## config.mk

```make
export PLATFORM = sky130hd
export DESIGN_NAME = i2c_bus_scheduler_flat
export DESIGN_NICKNAME = d
export VERILOG_FILES = /design/src/rtl/i2c_bus_scheduler_if.sv /design/src/rtl/i2c_bus_scheduler.sv /design/src/flat_wrapper.sv
export SDC_FILE = /design/constraint.sdc
export NUM_CORES = 1
export LEC_CHECK = 0
export BUFFER_PORTS_ARGS = -buffer_cell sky130_fd_sc_hd__buf_2
export CELL_PAD_IN_SITES_DETAIL_PLACEMENT = 0
export CELL_PAD_IN_SITES_GLOBAL_PLACEMENT = 1
export CORE_ASPECT_RATIO = 0.6
export CORE_UTILIZATION = 25
export CTS_CLUSTER_DIAMETER = 50
export CTS_CLUSTER_SIZE = 12
export DETAILED_ROUTE_END_ITERATION = 16
export GPL_TIMING_DRIVEN = 0
export MAX_ROUTING_LAYER = met4
export PLACE_DENSITY_LB_ADDON = 0.12
export SLEW_MARGIN = 20
export SYNTH_ARGS = -nofsm -noshare
export SYNTH_HDL_FRONTEND = slang
export SYNTH_SLANG_ARGS = --single-unit
```

## constraint.sdc

```tcl
create_clock -name clk -period 2.4 [get_ports clk]
set_input_delay 0.12 -clock clk [delete_from_list [all_inputs] [get_ports clk]]
set_output_delay 0.12 -clock clk [all_outputs]
set_load 0.1 [all_outputs]
```

## src/rtl/i2c_bus_scheduler_if.sv

```systemverilog
// Purpose: requester-side and i2c_master-side signals of the bus scheduler.
// Latency: none (signal bundle only).
// Backpressure: requests are level-held until their response pulse.
interface i2c_bus_scheduler_if;
  logic [3:0]  req;
  logic [27:0] req_dev_addr;
  logic [31:0] req_reg_addr;
  logic [3:0]  rsp_valid;
  logic        rsp_err;
  logic [15:0] rsp_data;
  logic [1:0]  grant_id;
  logic        bus_active;
  logic        m_start;
  logic [6:0]  m_dev_addr;
  logic [7:0]  m_reg_addr;
  logic        m_busy;
  logic        m_done;
  logic [15:0] m_read_data;

  // Scheduler view
  modport master (
    input  req, req_dev_addr, req_reg_addr, m_busy, m_done, m_read_data,
    output rsp_valid, rsp_err, rsp_data, grant_id, bus_active,
           m_start, m_dev_addr, m_reg_addr
  );

  // Requester / i2c_master view
  modport slave (
    output req, req_dev_addr, req_reg_addr, m_busy, m_done, m_read_data,
    input  rsp_valid, rsp_err, rsp_data, grant_id, bus_active,
           m_start, m_dev_addr, m_reg_addr
  );
endinterface

```

## src/rtl/i2c_bus_scheduler.sv

```systemverilog
// Purpose: round-robin share of one i2c_master among four read requesters, with bus-idle gap and watchdog.
// Latency: request sampled in IDLE -> m_start next cycle; m_done -> response pulse next cycle.
// Backpressure: one transaction in flight; requests wait (level-held) until granted, none sampled during GAP.
module i2c_bus_scheduler #(
  parameter int TIMEOUT_CYCLES = 200000,
  parameter int GAP_CYCLES     = 64
) (
  input logic clk,
  input logic rst,
  i2c_bus_scheduler_if.master bus
);

  localparam int TW = $clog2(TIMEOUT_CYCLES + 1);
  localparam int GW = $clog2(GAP_CYCLES + 2);
  localparam logic [TW-1:0] TO_LAST  = TW'(TIMEOUT_CYCLES - 1);
  // A zero gap still spends one cycle in GAP before returning to IDLE.
  localparam logic [GW-1:0] GAP_LAST = (GAP_CYCLES > 0) ? GW'(GAP_CYCLES - 1) : '0;

  typedef enum logic [1:0] {IDLE, WAIT, DRAIN, GAP} state_t;

  state_t        state_q, state_d;
  logic [1:0]    last_q, last_d;
  logic [1:0]    grant_q, grant_d;
  logic [TW-1:0] to_q, to_d;
  logic [GW-1:0] gap_q, gap_d;
  logic          m_start_q, m_start_d;
  logic [6:0]    dev_q, dev_d;
  logic [7:0]    reg_q, reg_d;
  logic [3:0]    rsp_valid_q, rsp_valid_d;
  logic          rsp_err_q, rsp_err_d;
  logic [15:0]   rsp_data_q, rsp_data_d;
  logic          active_q, active_d;

  logic       pick_vld;
  logic [1:0] pick, cand;
  logic [6:0] sel_dev;
  logic [7:0] sel_reg;

  // Round-robin pick: first pending requester after the last one granted
  always_comb begin
    pick_vld = 1'b0;
    pick     = last_q;
    cand     = last_q;
    for (int k = 1; k <= 4; k++) begin
      cand = last_q + 2'(k);
      if (!pick_vld && bus.req[cand]) begin
        pick_vld = 1'b1;
        pick     = cand;
      end
    end
  end

  // Address mux for the picked requester
  always_comb begin
    sel_dev = '0;
    sel_reg = '0;
    for (int i = 0; i < 4; i++) begin
      if (pick == 2'(i)) begin
        sel_dev = bus.req_dev_addr[7*i +: 7];
        sel_reg = bus.req_reg_addr[8*i +: 8];
      end
    end
  end

  // Next-state and next-output logic
  always_comb begin
    state_d     = state_q;
    last_d      = last_q;
    grant_d     = grant_q;
    to_d        = to_q;
    gap_d       = gap_q;
    m_start_d   = 1'b0;
    dev_d       = dev_q;
    reg_d       = reg_q;
    rsp_valid_d = '0;
    rsp_err_d   = rsp_err_q;
    rsp_data_d  = rsp_data_q;
    active_d    = active_q;
    case (state_q)
      IDLE: begin
        if (pick_vld) begin
          grant_d   = pick;
          last_d    = pick;
          dev_d     = sel_dev;
          reg_d     = sel_reg;
          m_start_d = 1'b1;
          active_d  = 1'b1;
          to_d      = '0;
          state_d   = WAIT;
        end
      end
      WAIT: begin
        to_d = to_q + TW'(1);
        // A completion on the watchdog's last cycle still counts as success.
        if (bus.m_done) begin
          rsp_data_d  = bus.m_read_data;
          rsp_err_d   = 1'b0;
          rsp_valid_d = 4'b0001 << grant_q;
          active_d    = 1'b0;
          gap_d       = '0;
          state_d     = GAP;
        end else if (to_q == TO_LAST) begin
          rsp_data_d  = '0;
          rsp_err_d   = 1'b1;
          rsp_valid_d = 4'b0001 << grant_q;
          state_d     = DRAIN;
        end
      end
      DRAIN: begin
        // Wait out the hung master; its late m_done is already answered.
        if (!bus.m_busy) begin
          active_d = 1'b0;
          gap_d    = '0;
          state_d  = GAP;
        end
      end
      GAP: begin
        gap_d = gap_q + GW'(1);
        if (gap_q == GAP_LAST) state_d = IDLE;
      end
      default: state_d = IDLE;
    endcase
  end

  // State and registered outputs
  always_ff @(posedge clk or negedge rst) begin
    if (!rst) begin
      state_q     <= IDLE;
      last_q      <= 2'd3;
      grant_q     <= '0;
      to_q        <= '0;
      gap_q       <= '0;
      m_start_q   <= 1'b0;
      dev_q       <= '0;
      reg_q       <= '0;
      rsp_valid_q <= '0;
      rsp_err_q   <= 1'b0;
      rsp_data_q  <= '0;
      active_q    <= 1'b0;
    end else begin
      state_q     <= state_d;
      last_q      <= last_d;
      grant_q     <= grant_d;
      to_q        <= to_d;
      gap_q       <= gap_d;
      m_start_q   <= m_start_d;
      dev_q       <= dev_d;
      reg_q       <= reg_d;
      rsp_valid_q <= rsp_valid_d;
      rsp_err_q   <= rsp_err_d;
      rsp_data_q  <= rsp_data_d;
      active_q    <= active_d;
    end
  end

  assign bus.m_start    = m_start_q;
  assign bus.m_dev_addr = dev_q;
  assign bus.m_reg_addr = reg_q;
  assign bus.rsp_valid  = rsp_valid_q;
  assign bus.rsp_err    = rsp_err_q;
  assign bus.rsp_data   = rsp_data_q;
  assign bus.grant_id   = grant_q;
  assign bus.bus_active = active_q;

endmodule

```

## src/flat_wrapper.sv

```systemverilog
// flat-port wrapper written by rule: the top's interface ports become plain ports
module i2c_bus_scheduler_flat 
#(
  parameter int TIMEOUT_CYCLES = 200000,
  parameter int GAP_CYCLES     = 64
)
  (clk, rst, bus_req, bus_req_dev_addr, bus_req_reg_addr, bus_m_busy, bus_m_done, bus_m_read_data, bus_rsp_valid, bus_rsp_err, bus_rsp_data, bus_grant_id, bus_bus_active, bus_m_start, bus_m_dev_addr, bus_m_reg_addr);
  i2c_bus_scheduler_if bus_i ();
  input logic clk;
  input logic rst;
  input wire logic [$bits(bus_i.req)-1:0] bus_req;
  input wire logic [$bits(bus_i.req_dev_addr)-1:0] bus_req_dev_addr;
  input wire logic [$bits(bus_i.req_reg_addr)-1:0] bus_req_reg_addr;
  input wire logic [$bits(bus_i.m_busy)-1:0] bus_m_busy;
  input wire logic [$bits(bus_i.m_done)-1:0] bus_m_done;
  input wire logic [$bits(bus_i.m_read_data)-1:0] bus_m_read_data;
  output wire logic [$bits(bus_i.rsp_valid)-1:0] bus_rsp_valid;
  output wire logic [$bits(bus_i.rsp_err)-1:0] bus_rsp_err;
  output wire logic [$bits(bus_i.rsp_data)-1:0] bus_rsp_data;
  output wire logic [$bits(bus_i.grant_id)-1:0] bus_grant_id;
  output wire logic [$bits(bus_i.bus_active)-1:0] bus_bus_active;
  output wire logic [$bits(bus_i.m_start)-1:0] bus_m_start;
  output wire logic [$bits(bus_i.m_dev_addr)-1:0] bus_m_dev_addr;
  output wire logic [$bits(bus_i.m_reg_addr)-1:0] bus_m_reg_addr;
  assign bus_i.req = bus_req;
  assign bus_i.req_dev_addr = bus_req_dev_addr;
  assign bus_i.req_reg_addr = bus_req_reg_addr;
  assign bus_i.m_busy = bus_m_busy;
  assign bus_i.m_done = bus_m_done;
  assign bus_i.m_read_data = bus_m_read_data;
  assign bus_rsp_valid = bus_i.rsp_valid;
  assign bus_rsp_err = bus_i.rsp_err;
  assign bus_rsp_data = bus_i.rsp_data;
  assign bus_grant_id = bus_i.grant_id;
  assign bus_bus_active = bus_i.bus_active;
  assign bus_m_start = bus_i.m_start;
  assign bus_m_dev_addr = bus_i.m_dev_addr;
  assign bus_m_reg_addr = bus_i.m_reg_addr;
  i2c_bus_scheduler #(.TIMEOUT_CYCLES(TIMEOUT_CYCLES), .GAP_CYCLES(GAP_CYCLES)) u_core (.clk(clk), .rst(rst), .bus(bus_i));
endmodule
```

==> Word-level counts from Yosys, hierarchy flattened <==
Index checks and enable logic that the tools add are counted.
Widths: inputs -> output; s select.
{ "op_classes": {"multipliers": 0, "mux": 48, "div_mod_pow": 0, "magnitude_cmp": 4, "shift": 1, "add_sub_neg": 5, "reduce_logical": 18, "bitwise": 0, "eq_ne": 13} }
{ "ops": {"columns": ["operator", "n"], "rows": [
  ["$mux 7", 6],
  ["$pmux 18 s2", 1],
  ["$mux 16", 2],
  ["$mux 8", 4],
  ["$pmux 7 s3", 1],
  ["$add 18x1->18 const B", 1],
  ["$eq 18x18->1 const B", 1],
  ["$mux 18", 1],
  ["$mux 2", 9],
  ["$mux 1", 15],
  ["$lt 2x3->1 const B", 4],
  ["$mux 4", 3],
  ["$bmux 1 s2", 4],
  ["$eq 2x2->1 const B", 4],
  ["$pmux 2 s4", 1],
  ["$reduce_and 4->1", 2],
  ["$add 7x1->7 const B", 1],
  ["$eq 7x6->1 const B", 1],
  ["$reduce_and 2->1", 3],
  ["$reduce_bool 3->1", 2],
  ["$add 2x2->2 const B", 2],
  ["$eq 2x1->1 const B", 2],
  ["$logic_not 2->1", 2],
  ["$ne 2x1->1 const B", 2],
  ["other kinds (9)", 15]
]} }
{ "totals": {"mem_bits_ro": 0, "elab_cells": 101, "mem_bits_rw": 0, "latch_bits": 0, "reg_bits": 69, "memories": 0, "input_bits": 84} }

==> Depth between registers and ports, before layout <==
Gate-level depths: netlist of run 1.
{ "logic_depth": {"ltp_word": 18, "mapped_depth": 8} }

==> Worst setup path after synthesis of run 1 <==
OpenSTA, ideal clock, no wires.
{ "synth_path": {"kind": "reg-to-reg", "from": "register u_core.state_q[0]", "to": "register u_core.to_q[17]", "arrival_time_ps": 1863, "synth_period_minus_slack_ps": 1941, "slack_ps": 459, "stages_incl_launch_ff": 9, "required_ps": 2322, "n_path_buf": 1, "cell_sequence": "dfrtp_1 inv_1 ha_1 buf_2 nor2_1 a211oi_4 nand2_4 or3_1 a21oi_1"} }
{ "synth_via": {"elab_chain_len": 3} }
{ "synth_lines": {"columns": ["item", "line_no", "rtl"], "rows": [
  ["start: declaration", "i2c_bus_scheduler.sv:21", "state_t state_q, state_d;"],
  ["start signal: assignment", "i2c_bus_scheduler.sv:141", "state_q <= state_d;"],
  ["$eq 2x1->1 / $logic_not 2->1 (equally long branches)", "i2c_bus_scheduler.sv:79", "case (state_q)"],
  ["$reduce_bool 2->1 (no source line) / $ne 2x1->1 (equally long branches)", null, null],
  ["$reduce_and 2->1 (no source line)", null, null],
  ["end signal: assignment", "i2c_bus_scheduler.sv:144", "to_q <= to_d;"],
  ["end: declaration", "i2c_bus_scheduler.sv:24", "logic [TW-1:0] to_q, to_d;"]
]} }
Several ways; a longest one is shown, not always the timed one.
A chain may end at the register's enable or synchronous reset.

==> Worst setup path in the final report of run 1 <==
{ "layout_path": {"from": "register u_core.to_q[0]", "to": "register u_core.rsp_data_q[11], in the netlist u_core.bus.rsp_data[11]"} }
{ "layout_via": {"elab_chain_len": 3} }
{ "layout_lines": {"columns": ["item", "line_no", "rtl"], "rows": [
  ["$eq 18x18->1", "i2c_bus_scheduler.sv:102", "end else if (to_q == TO_LAST) begin"],
  ["$reduce_bool 2->1 (no source line)", null, null],
  ["$reduce_and 2->1 (no source line)", null, null],
  ["end signal: assignment", "i2c_bus_scheduler.sv:151", "rsp_data_q <= rsp_data_d;"],
  ["end: declaration", "i2c_bus_scheduler.sv:31", "logic [15:0] rsp_data_q, rsp_data_d;"]
]} }
Every way passes these cells.

==> results.json, run 1 <==
{
  "fin_nets": 590,
  "start_util": 0.261,
  "synth-edff-count": 0,
  "synth_ff_type": "dfrtp_1",
  "rsz0062_at_grt": "false",
  "syn_area_mm2": 0.00364,
  "path_cells": "ha_1, nand3_1, or2_1, nor4_4, o21ai_1, buf_2, a22o_1",
  "htree_levels": 3,
  "hold_ws_ps": 29.8,
  "end_kind": "flop",
  "grt_overflow_total": 0,
  "fmax_mhz": 449,
  "cts.sinks": 69,
  "holdCritStartpoint": "bus_m_read_data[11]",
  "fin_crit_ps": 2230,
  "yosys-top-cells-area": "dfrtp_1 (46%), mux2i_1 (9.3%), a22o_1 (4.1%)",
  "ios": 124,
  "hold_violations": 0,
  "slew_violations": 0,
  "dr.pass1.iters": 4,
  "first_global_vias": 3064,
  "seq_area_frac_synth": 0.474,
  "insertion_delay_ps": 330,
  "power_density_mw_per_mm2": 1520,
  "portBuffers": 123,
  "critPathKind": "reg2reg",
  "gp_routability_congestion": 0.742,
  "ys_warn_count": 0,
  "grt_max_degree": 37,
  "syn-mean-instance-area_um2": 10.5,
  "dp_cells": 664,
  "cts_tree": "done",
  "synthCells": 348,
  "p_leak_uw": 0.00246,
  "ant_nets": 0,
  "areaGrowthSynthToFinish_pct": 36.3,
  "grt_pass1_wl_um": 15900,
  "synth_top_area_share": 0.460,
  "synth_nets": 439,
  "hold_path_class": "in2reg",
  "cts_root_buf": "clkbuf_16",
  "setup_viol": 0,
  "grt_usage": 0.144,
  "wl_per_cell_um": 14.3,
  "peakVddDrop_mv": 1.03,
  "yosys_register_bits": 69,
  "drive_gt1_frac": 0.339,
  "antenna_found_initial": 2,
  "drc": 0,
  "status": "finished clean",
  "relSlewSlack": 0.589,
  "dieArea_mm2": 0.0151,
  "numCtsBuffers": 9,
  "cap_violations": 0,
  "core-area_mm2": 0.0140,
  "die_w_um": 158,
  "cts.clk_slew.worst_paths_ps": 60,
  "required_ps": 2620,
  "yosysMostFrequentCell": "dfrtp_1",
  "r2r_start": "u_core.to_q[0]$_DFFE_PN0P_",
  "std_cell_rows": 33,
  "cp.arrival_ps": 2450,
  "vias_per_cell": 4.57,
  "synth_cell_types": 54,
  "worst_pin_slew_ps": 614,
  "vias": 3191,
  "setup_tns_ps": 0,
  "die_y_um": 95.5,
  "crit_slowest_cell": "dfrtp_1",
  "finalPower_uw": 7560,
  "utilization": 0.356,
  "crit_path_start_kind": "flop",
  "dpl.hpwl_um": 7490,
  "finalClockSkew_ps": 9.63,
  "async_reset_ff_frac": 1.00,
  "clock_path_buffers": 2,
  "yosys-top-cells-count": "dfrtp_1 (67), nand2_1 (39), mux2i_1 (34)",
  "drt_wl_total_um": 10000,
  "fin_crit_sh": 0.929,
  "critPathLaunch": "u_core.to_q[0]$_DFFE_PN0P_",
  "yosys.area.top_type": "dfrtp_1",
  "max_stage_delay_ps": 440,
  "instances_no_fill": 698,
  "worst-path-max-fanout": 10,
  "dr.first_iter.drc_count": 127
}
## layout by cell type (no fill, tap or decap), types with 7 or more instances in the layout
master	instances
nand2_1	39
o21ai_0	9
inv_1	10
nor2_1	25
a22o_1	17
buf_2	128
ha_1	7
xor2_1	10
nand3_1	17
clkbuf_16	9
o221ai_1	15
dfrtp_1	67
mux2i_1	34
a21oi_1	10
nor3_1	9
dlygate4sd3_1	16
## what timing repair did
action,CTS,global route
endpoints found under the setup margin,0,11
buffers inserted,0,0
hold buffers,16,0
resized for setup,0,1
endpoints found under the hold margin,46,0
## per-stage QoR
| step | setup WS [ps] | instance area, um2 |
|---|---|---|
| 2_1_floorplan | 459 | 3640 |
| 3_3_place_gp | 105 | 4500 |
| 3_5_place_dp | 67.8 | 4520 |
| 4_1_cts | 43.4 | 4960 |
| 5_1_grt | 2.51 | 4970 |
| 6_report | 171 | 4970 |
## logic make-up after synthesis
kind of cell,after synthesis,share of synthesized area
and+or+nand+nor,123,0.174
AOI/OAI and AO/OA,70,0.153
DFF,69,0.474
muxes,37,0.103
buffers and inverters,29,0.0409
xor gates and xnor gates,13,0.0312
adders and majority gates,7,0.0240
## metal layers
| layer | GRT usage | wire length (um) |
|---|---|---|
| met3 | 0.0523 | 649 |
| met4 | 0.0340 | 40 |
| met5 | - | 0 |
| met1 | 0.215 | 5400 |
| met2 | 0.176 | 3920 |
## where the power goes
| group | internal [uW] | switching [uW] | total (uW) |
|---|---|---|---|
| combinational | 1100 | 3370 | 4470 |
| clock | 709 | 541 | 1250 |
| sequential | 1570 | 268 | 1840 |
## path summary, 6_finish.rpt
path	to	slack, ps	cells past startpoint
worst max-delay path	u_core.bus.rsp_data[11]$_DFFE_PN0P_	170	7
worst min-delay path	u_core.bus.rsp_data[11]$_DFFE_PN0P_	30	2
worst max register to register	u_core.bus.rsp_data[11]$_DFFE_PN0P_	170	7
worst min register to register	u_core.gap_q[5]$_DFFE_PN0P_	480	1
max in group asynchronous	u_core.bus.m_start$_DFF_PN0_	1530	3
min in group asynchronous	u_core.gap_q[4]$_DFFE_PN0P_	300	2
## critical path: cells and delay by family, from the launching register on
kind | cells | cell delay (ps)
AOI/OAI and AO/OA | 2 | 390
buffers and inverters | 1 | 220
adders and majority gates | 1 | 240
and+or+nand+nor | 3 | 830
DFF | 1 | 440
## cell type report
| cell class | instances | area (um2) |
|---|---|---|
| diodes | 2 | 5.00 |
| plain buffers | 18 | 106 |
| clock buffers | 10 | 229 |
| clock inverters | 6 | 47.5 |
| fillers | 1471 | 8990 |
| inverters | 11 | 43.8 |
| multi-input cells | 250 | 1770 |
| flip-flops and latches | 69 | 1730 |
| well taps | 192 | 240 |
| repair buffers | 140 | 798 |
## flip-flops by register name, indices dropped and copies added, names as in the netlist
signal,count
u_core.bus.bus_active,1
u_core.bus.grant_id,2
u_core.bus.m_dev_addr,7
u_core.bus.m_reg_addr,8
u_core.bus.m_start,1
u_core.bus.rsp_data,16
u_core.bus.rsp_err,1
u_core.bus.rsp_valid,4
u_core.gap_q,7
u_core.last_q,2
u_core.state_q,2
u_core.to_q,18
Note: power is estimated with default switching activity, not from simulation.
==> run 2: changes to the inputs <==
--- a/config.mk
+++ b/config.mk
@@ -9,7 +9,8 @@
 export CELL_PAD_IN_SITES_DETAIL_PLACEMENT = 0
 export CELL_PAD_IN_SITES_GLOBAL_PLACEMENT = 1
 export CORE_ASPECT_RATIO = 0.6
-export CORE_UTILIZATION = 25
+export CORE_UTILIZATION = 42
+export CTS_BUF_LIST = sky130_fd_sc_hd__clkbuf_4
 export CTS_CLUSTER_DIAMETER = 50
 export CTS_CLUSTER_SIZE = 12
 export DETAILED_ROUTE_END_ITERATION = 16
==> constraint.sdc (replaced) <==
create_clock -name clk -period 2.57 [get_ports clk]
set_input_delay 0.1285 -clock clk [delete_from_list [all_inputs] [get_ports clk]]
set_output_delay 0.1285 -clock clk [all_outputs]
set_load 0.1 [all_outputs]
==> run 2 against run 1 <==
  * Cell area up 6.0%
  * Critical path depth increased by 1
  * Maximum frequency shrank 7.6%
  * Clock skew is 12 ps higher
  * Non-clock buffer count increased by 55
  * Die area down 40%
  * Combinational power decreased by 3%
  * Wire length grew 4.6%
  * Global-route usage increased by 11 points
  * Register-to-register slack is essentially flat
  * Worst setup slack got worse by 12 ps
  * Final cell count down 4.4%
  * Largest power group unchanged
  * Highest routed layer unchanged
==> results.json, run 2 (same netlist as run 1, synthesis figures left out) <==
{
  "drt_wl_total_um": 10500,
  "critPathKind": "reg2reg",
  "vias": 3429,
  "power_density_mw_per_mm2": 1300,
  "portBuffers": 123,
  "clock_path_buffers": 2,
  "cts_root_buf": "clkbuf_4",
  "crit_family": "buffers and inverters",
  "cts.sinks": 69,
  "p_leak_uw": 0.00264,
  "start_util": 0.448,
  "fmax_mhz": 415,
  "required_ps": 2900,
  "grt_max_degree": 51,
  "max_stage_delay_ps": 560,
  "hold_path_class": "in2reg",
  "placed_area_mm2": 0.00443,
  "largest_reg_flops": 18,
  "r2r_start": "u_core.last_q[1]$_DFFE_PN1P_",
  "core-area_mm2": 0.00813,
  "top_register": "u_core.to_q",
  "dieArea_mm2": 0.00907,
  "crit_slowest_cell": "dlygate4sd3_1",
  "dp_cells": 580,
  "dr.pass1.iters": 4,
  "grt_usage": 0.253,
  "wl_per_cell_um": 15.7,
  "numCtsBuffers": 9,
  "critPathLaunch": "u_core.last_q[1]$_DFFE_PN1P_",
  "setup_viol": 0,
  "post_cts_resized": 0,
  "holdCritStartpoint": "bus_req_dev_addr[15]",
  "areaGrowthSynthToFinish_pct": 44.5,
  "rsz0062_at_grt": "false",
  "reg2reg_to": "u_core.bus.m_dev_addr[4]$_DFFE_PN0P_",
  "reg2regPathDepth": 8,
  "std_cell_rows": 25,
  "instances_no_fill": 667,
  "peakVddDrop_mv": 1.53,
  "cp.arrival_ps": 2740,
  "fin_crit_sh": 0.938,
  "grt_overflow_total": 0,
  "worst-path-max-fanout": 8,
  "hold_depth": 3,
  "dpl.hpwl_um": 6600,
  "antenna_found_initial": 0,
  "ios": 124,
  "finish.instance_area_mm2": 0.00527,
  "cts.clk_slew.worst_paths_ps": 120,
  "die_y_um": 74.2,
  "min_to": "u_core.bus.m_dev_addr[1]$_DFFE_PN0P_",
  "setup_tns_ps": 0,
  "slew_violations": 0,
  "dr.first_iter.drc_count": 182,
  "insertion_delay_ps": 450,
  "status": "finished clean",
  "end_kind": "flop",
  "relSlewSlack": 0.638,
  "final_common_cell": "buf_2",
  "drive_gt1_frac": 0.320,
  "vias_per_cell": 5.14,
  "fin_crit_ps": 2410,
  "path_cells": "buf_2, mux2i_1, nor2_1, a221oi_4, buf_4, mux2i_1, dlygate4sd3_1, o221ai_1",
  "first_global_vias": 3426,
  "crit_path_frequent_cell": "mux2i_1",
  "crit_buf_inv": 3,
  "grt_pass1_wl_um": 16800,
  "gp_routability_congestion": 0.794,
  "fin_nets": 645,
  "finalClockSkew_ps": 22.1,
  "worst_pin_slew_ps": 540,
  "crit_path_start_kind": "flop",
  "die_w_um": 122,
  "ant_nets": 0,
  "r2r_slack_ps": 160,
  "htree_levels": 3,
  "antennaDiodeCount": 0,
  "cap_violations": 0,
  "mostFrequentLayoutCells": "buf_2 (128), dfrtp_1 (67), dlygate4sd3_1 (63), nand2_1 (39), mux2i_1 (34)",
  "drc": 0,
  "hold_violations": 0,
  "cts_tree": "done"
}
run 2: cell count changes in the layout (fill, tap and decap cells not counted), sizes merged:
cell         change
dlygate4sd3     +47
buf              +9
clkbuf           -2
diode            -2
bufinv           +1
clkinv           +1
clkinvlp         -1
run 2: what timing repair did:
action | 4_1_cts | 5_1_grt
hold buffers | 62 | 1
setup endpoints to repair | 0 | 1
endpoints found under the hold margin | 96 | 1
setup buffers | 0 | 8
run 2: worst max-delay path by stage:
stage / endpoint / cells past startpoint / slack (ps)
6_report: u_core.bus.m_dev_addr[4]$_DFFE_PN0P_ / 8 / 160
5_1_grt: u_core.bus.m_dev_addr[2]$_DFFE_PN0P_ / 8 / 40
4_1_cts: u_core.bus.m_dev_addr[2]$_DFFE_PN0P_ / 8 / 40
3_5_place_dp: u_core.bus.rsp_data[9]$_DFFE_PN0P_ / 7 / 310
3_3_place_gp: u_core.bus.rsp_data[7]$_DFFE_PN0P_ / 7 / 350
2_1_floorplan: u_core.to_q[17]$_DFFE_PN0P_ / 8 / 630
run 2: routing by layer:
| metal | part of all wire | wire [um] | global-route usage |
|---|---|---|---|
| met5 | 0 | 0 | - |
| met4 | 0.013 | 140 | 0.0881 |
| met3 | 0.059 | 616 | 0.0752 |
| met2 | 0.46 | 4790 | 0.371 |
| met1 | 0.47 | 4940 | 0.334 |
run 2: report_power, final:
group          total, uW  internal, uW  switching, uW
combinational       4350          1160           3190
sequential          1720          1460            258
clock                758           309            449
run 2: layout make-up:
type,instances,area [um2]
Timing Repair Buffer,195,1340
Buffer,18,105
Clock buffer,9,67.6
Multi-Input combinational cell,250,1770
Clock inverter,7,82.6
Tap cell,108,135
Fill cell,674,2870
Sequential cell,69,1730
Inverter,11,43.8
run 2: worst min-delay path, stage by stage:
cell and delay, ps:
buf_2 80, mux2i_1 70, o221ai_1 160
run 2: stage by stage:
step / power (uW) / utilization / hold slack (ps) / setup WS [ps]
final: 6830 / 0.648 / 29.1 / 159
after global routing: 7190 / 0.648 / 10.4 / 41.6
after CTS: 6750 / 0.639 / 0.360 / 45.0
after detailed placement: 5880 / 0.544 / 38.2 / 315
after global placement: 5830 / 0.540 / 344 / 352
after floorplan: 5100 / - / -167 / 629
